File: src/rtl/mux_bus_rr_arb_pkg.sv
// Shared types and helpers for the round-robin select generator that feeds the
// registered bus multiplexer.
package mux_bus_rr_arb_pkg;

    // Grant-state encodings.
    typedef enum logic {
        ST_IDLE  = 1'b0,
        ST_GRANT = 1'b1
    } arb_state_e;

    // Widest supported source count and the index width that covers it.
    localparam int unsigned MAX_INPUTS = 32;
    localparam int unsigned IDX_W      = 5;

    // Round-robin scan result.
    typedef struct packed {
        logic             found;
        logic [IDX_W-1:0] idx;
    } rr_pick_t;

    // ceil(log2(n)); returns 0 for n <= 1.
    function automatic int unsigned sel_width(input int unsigned n);
        int unsigned w;
        w = 0;
        for (int unsigned i = 0; i < 6; i++) begin
            if ((32'd1 << i) < n) begin
                w = i + 1;
            end
        end
        return w;
    endfunction

    // First requesting index after 'last', wrapping modulo n. The scan ends on
    // 'last' itself, so a sole requester can always be re-picked.
    function automatic rr_pick_t rr_pick(input logic [MAX_INPUTS-1:0] req,
                                         input logic [IDX_W-1:0]      last,
                                         input int unsigned           n);
        rr_pick_t    p;
        int unsigned idx;
        p = '0;
        for (int unsigned i = 1; i <= MAX_INPUTS; i++) begin
            if (i <= n && !p.found) begin
                idx = 32'(last) + i;
                if (idx >= n) begin
                    idx = idx - n;
                end
                if (req[idx[IDX_W-1:0]]) begin
                    p.found = 1'b1;
                    p.idx   = idx[IDX_W-1:0];
                end
            end
        end
        return p;
    endfunction

endpackage

File: src/rtl/mux_bus_tag_pipe.sv
// Latency-matched {valid, tag} shift register. Its depth equals the register
// depth of the downstream mux so o_valid/o_tag line up with the mux Q output.
module mux_bus_tag_pipe
    import mux_bus_rr_arb_pkg::*;
#(
    parameter int unsigned C_LATENCY   = 1,
    parameter int unsigned C_TAG_WIDTH = 2
) (
    input  logic                   i_clk,
    input  logic                   i_aclr,
    input  logic                   i_ce,
    input  logic                   i_valid,
    input  logic [C_TAG_WIDTH-1:0] i_tag,
    output logic                   o_valid,
    output logic [C_TAG_WIDTH-1:0] o_tag
);

    logic [C_LATENCY-1:0]                  r_valid;
    logic [C_LATENCY-1:0][C_TAG_WIDTH-1:0] r_tag;

    // Shift one stage per enabled clock; reset flushes every in-flight word.
    always_ff @(posedge i_clk or posedge i_aclr) begin
        if (i_aclr) begin
            r_valid <= '0;
            r_tag   <= '0;
        end else if (i_ce) begin
            r_valid[0] <= i_valid;
            r_tag[0]   <= i_tag;
            for (int i = 1; i < int'(C_LATENCY); i++) begin
                r_valid[i] <= r_valid[i-1];
                r_tag[i]   <= r_tag[i-1];
            end
        end
    end

    assign o_valid = r_valid[C_LATENCY-1];
    assign o_tag   = r_tag[C_LATENCY-1];

endmodule

File: src/rtl/mux_bus_rr_arb.sv
// Round-robin select generator for the registered bus mux: turns per-source
// requests into a registered select/enable/one-hot grant, with bounded bursts,
// a downstream stall and a valid/tag pipeline aligned to the mux output.
module mux_bus_rr_arb
    import mux_bus_rr_arb_pkg::*;
#(
    parameter int unsigned C_INPUTS    = 4,
    parameter int unsigned C_SEL_WIDTH = sel_width(C_INPUTS),
    parameter int unsigned C_LATENCY   = 1,
    parameter int unsigned C_BURST     = 1,
    parameter bit          C_HAS_CE    = 1'b0
) (
    input  logic                   i_clk,
    input  logic                   i_aclr,
    input  logic                   i_ce,
    input  logic [C_INPUTS-1:0]    i_req,
    input  logic                   i_hold,
    output logic [C_SEL_WIDTH-1:0] o_s,
    output logic                   o_en,
    output logic [C_INPUTS-1:0]    o_gnt,
    output logic                   o_q_valid,
    output logic [C_SEL_WIDTH-1:0] o_q_tag
);

    localparam logic [IDX_W-1:0]       BURST_MAX = IDX_W'(C_BURST - 1);
    localparam logic [C_SEL_WIDTH-1:0] LAST_RST  = C_SEL_WIDTH'(C_INPUTS - 1);

    arb_state_e             r_state;
    logic [C_SEL_WIDTH-1:0] r_s;
    logic [C_SEL_WIDTH-1:0] r_last;
    logic [C_INPUTS-1:0]    r_gnt;
    logic [IDX_W-1:0]       r_bcnt;
    // Set while a burst may continue: cleared only when requests run dry, so a
    // HOLD stall resumes the burst in progress instead of rotating.
    logic                   r_burst_live;

    logic                   w_adv;
    logic [C_INPUTS-1:0]    w_s_onehot;
    logic                   w_req_s;
    logic                   w_others;
    logic                   w_burst_more;
    rr_pick_t               w_pick;

    assign w_adv        = i_ce || !C_HAS_CE;
    assign w_s_onehot   = C_INPUTS'(1) << r_s;
    assign w_req_s      = |(i_req & w_s_onehot);
    assign w_others     = |(i_req & ~w_s_onehot);
    assign w_burst_more = (r_bcnt < BURST_MAX);
    assign w_pick       = rr_pick(MAX_INPUTS'(i_req), IDX_W'(r_last), C_INPUTS);

    // Grant state machine: stall/idle, burst regrant, or rotate to candidate.
    always_ff @(posedge i_clk or posedge i_aclr) begin
        if (i_aclr) begin
            r_state      <= ST_IDLE;
            r_s          <= '0;
            r_last       <= LAST_RST;
            r_gnt        <= '0;
            r_bcnt       <= '0;
            r_burst_live <= 1'b0;
        end else if (w_adv) begin
            if (i_hold || ~|i_req) begin
                r_state <= ST_IDLE;
                r_gnt   <= '0;
                if (!i_hold) begin
                    r_burst_live <= 1'b0;
                end
            end else if (r_burst_live && w_req_s && (w_burst_more || !w_others)) begin
                // Burst continues; a sole requester keeps the grant with BCNT saturated.
                r_state <= ST_GRANT;
                r_gnt   <= w_s_onehot;
                if (w_burst_more) begin
                    r_bcnt <= r_bcnt + 1'b1;
                end
            end else if (w_pick.found) begin
                r_state      <= ST_GRANT;
                r_s          <= C_SEL_WIDTH'(w_pick.idx);
                r_last       <= C_SEL_WIDTH'(w_pick.idx);
                r_gnt        <= C_INPUTS'(1) << w_pick.idx;
                r_bcnt       <= '0;
                r_burst_live <= 1'b1;
            end
        end
    end

    assign o_s   = r_s;
    assign o_en  = (r_state == ST_GRANT);
    assign o_gnt = r_gnt;

    mux_bus_tag_pipe #(
        .C_LATENCY   (C_LATENCY),
        .C_TAG_WIDTH (C_SEL_WIDTH)
    ) u_tag_pipe (
        .i_clk   (i_clk),
        .i_aclr  (i_aclr),
        .i_ce    (w_adv),
        .i_valid (o_en),
        .i_tag   (r_s),
        .o_valid (o_q_valid),
        .o_tag   (o_q_tag)
    );

endmodule
File: config.mk
export PLATFORM = sky130hd
export DESIGN_NAME = mux_bus_rr_arb
export DESIGN_NICKNAME = d
export VERILOG_FILES = /design/src/rtl/mux_bus_rr_arb_pkg.sv /design/src/rtl/mux_bus_tag_pipe.sv /design/src/rtl/mux_bus_rr_arb.sv
export SDC_FILE = /design/constraint.sdc
export NUM_CORES = 1
export LEC_CHECK = 0
export BUFFER_PORTS_ARGS = -buffer_cell sky130_fd_sc_hd__buf_4
export CAP_MARGIN = 10
export CORE_MARGIN = 5
export CORE_UTILIZATION = 57
export CTS_BUF_LIST = sky130_fd_sc_hd__clkbuf_2
export DETAILED_ROUTE_END_ITERATION = 8
export GPL_TIMING_DRIVEN = 0
export PLACE_DENSITY = 0.85
export SLEW_MARGIN = 10
export SYNTH_ARGS = -nofsm -noshare
export SYNTH_HDL_FRONTEND = slang
export SYNTH_HIERARCHICAL = 1
export SYNTH_SLANG_ARGS = --single-unit
File: constraint.sdc
create_clock -name i_clk -period 2.7 [get_ports i_clk]
set_input_delay 0.135 -clock i_clk [delete_from_list [all_inputs] [get_ports i_clk]]
set_output_delay 0.135 -clock i_clk [all_outputs]
set_load 0.03 [all_outputs]
==> metrics <==
TNS Setup=0 ns; GRT Util Overall=0.189; Setup-failing EPs final=0; Synth async-reset ratio=1.00; number of global-route vias before repair=868; # fillers=146; Pwr Density=1320 mW/mm^2; CORE AREA=0.00173 sq mm; Initial Utilization=0.595; P_leak=0.000537 uW; area grow syn2layout=19.2%; commonest non-fill, non-tap cell in the layout=buf_4; NumNets Final=135; largest area contributor in the netlist=dfrtp_1; leading cell types in the layout, fill and taps excluded=buf_4 (16), dfrtp_1 (11), nor2_1 (7); Worst slew margin=0.585; Vias=884; Slew @ Worst Pin=0.617 ns; met1 wire length=1030 microns; average size of a mapped cell=10.5 sq um; Yosys cell types=46; fin crit share=0.933; Layout Skew=0.00445 ns; register area share after synthesis=0.319; Final GP Congestion=0.856; top routing layer used=met4; Setup crit start kind=flip-flop; clock period minus worst slack=2.52 ns; largest cells by area after synthesis=dfrtp_1 (27%), ha_1 (6.1%), dfstp_2 (5.1%), mux2i_1 (4.9%), mux2_2 (4.4%); initial detailed-routing violation count=34; layout cells sized above 1=0.339; CTS max path bufs=2; post-synthesis cell count=98; Final Max Tran Viols=0; Num CTS Buffers=3; Total Wirelength=2270 microns; Overflow after GRT=0; Max-cap violations=0; Post-synth EDFFs=0; crit-path leading delay family=compound AO/OA/AOI/OAI gates; pin count of the biggest net entering global routing=11; Ports=18; post-synth top area share=0.268; met2 wire len=1110 microns; Die H=52.5 microns; CTS Sinks=13; DR vias/cell=6.05; clock-pin slew on the worst setup and hold paths=0.12 ns; drc violations=0; first-pass GRT wire length=3860 microns; worst path required time=2.88 ns; Final Hold Vio Count=0; WP buf/inv=2; CP peak stage delay=0.59 ns; H-tree depth=1; Max Fanout on Critical Path=10; RSZ-0062 raised after global routing=false; Detailed Routing Iterations Pass 1=4; dpl ws=0.0524 ns; DRT antenna net count=0; Arrival @ worst endpoint=2.70 ns; antenna cells=0; final hold slack=0.0534 ns; Top FF cell, synth=dfrtp_1; status=finished, final reports clean; Fmax=397 MHz; Hold Path Class=in -> reg; WL met3=109 microns; IO buf count=16; Worst-Skew Late Latency=0.27 ns; Cell Rows=15; CP max-delay cell=dfstp_2; CP cell instances=buf_6, inv_1, ha_2, a21bo_2, o2bb2ai_2, nor2_1, a311o_1, o221ai_1; Die Area=0.00275 sq mm; type of destination of the critical path=flip-flop; CTS tree=built; setup ws final=0.181 ns; peak supply drop=728 uV; Die W=52.5 microns; Root Driver=clkbuf_2; crit path kind=reg -> reg; r2r setup slk=0.18 ns; Cell Area, Synth=0.00103 sq mm; Synth warnings=6; Yosys reg bits=13; Routed WL per cell=15.5 microns; dpl hpwl=1790 microns; initial antenna violation count=0
[worst paths after layout]
path / to / from / cells after the start
worst max-delay path: o_gnt[1] / r_last[0] / 8
worst min-delay path: o_en / i_hold / 2
worst max register to register: o_gnt[1] / r_last[0] / 8
worst min register to register: u_tag_pipe/o_tag[1] / o_s[1] / 1
max in group asynchronous: r_last[0] / i_aclr / 3
min in group asynchronous: u_tag_pipe/o_tag[1] / i_aclr / 3
[layer usage]
layer,track usage,vias up
met5,0,-
met4,0.0638,0
met3,0.0484,4
met2,0.310,25
met1,0.238,428
li1,-,427
[worst reg2reg max path: stages, from the launching register on]
cell and delay, ns:
dfstp_2 0.59, buf_6 0.16, inv_1 0.10, ha_2 0.43, a21bo_2 0.25, o2bb2ai_2 0.25
nor2_1 0.09, a311o_1 0.34, o221ai_1 0.22
[report_power, final]
group / internal [uW] / switching [uW] / leakage, uW / total [uW]
clock network: 33.5 / 60.4 / 0.0000164 / 93.9
registers: 279 / 71.7 / 0.000154 / 351
logic: 521 / 657 / 0.000367 / 1180
[sequential cells by signal, indices dropped and copies added, names as in the netlist]
signal	flops
o_gnt	4
o_s	2
r_last	2
u_tag_pipe/o_tag	2
o_en	1
r_burst_live	1
u_tag_pipe/o_valid	1
[stage by stage]
step	cells	cell area, sq um	util	power, uW
after floorplan	100	1030	-	1240
after global placement	141	1190	0.687	1460
after detailed placement	141	1190	0.687	1500
after CTS	146	1220	0.704	1600
after global routing	146	1220	0.709	1740
final	146	1220	0.709	1620
[cell type report]
type | count | area (sq um) | area share
clock inverter | 1 | 5.00 | 0.00409
multi-input combinational | 78 | 673 | 0.550
sequential | 13 | 328 | 0.268
tap | 25 | 31.3 | 0.0255
inverter | 6 | 22.5 | 0.0184
clock buffer | 3 | 15.0 | 0.0123
timing repair buffer | 17 | 130 | 0.106
buffer | 3 | 20.0 | 0.0163
[kinds of logic (layout without fill, tap and decap cells)]
family	Yosys count	after routing	synth area share
fa+ha+maj	5	5	0.0609
other cells	1	3	0.00365
simple gates	29	29	0.180
compound gates	30	30	0.266
buf+inv	9	30	0.0414
mux	11	11	0.129
flops	13	13	0.319
[synthesized netlist by cell type (2+ instances only)]
master / instances
dfrtp_1: 11
nand3_1: 5
nor3_1: 2
o221ai_1: 2
nor2_1: 7
ha_1: 5
a21oi_1: 6
mux2i_1: 5
o211ai_1: 2
dfstp_2: 2
mux2_2: 4
o21a_1: 2
a21bo_2: 2
a2bb2oi_1: 3
nand2_1: 3
nand2b_1: 2
inv_1: 6
[repair_timing]
action / CTS / global route
endpoints found under the hold margin: 11 / 0
buffers inserted: 0 / 0
hold buffers: 1 / 0
gates resized for setup: 0 / 2
endpoints found under the setup margin: 0 / 6
No activity file was read; power rests on OpenSTA's default activity.
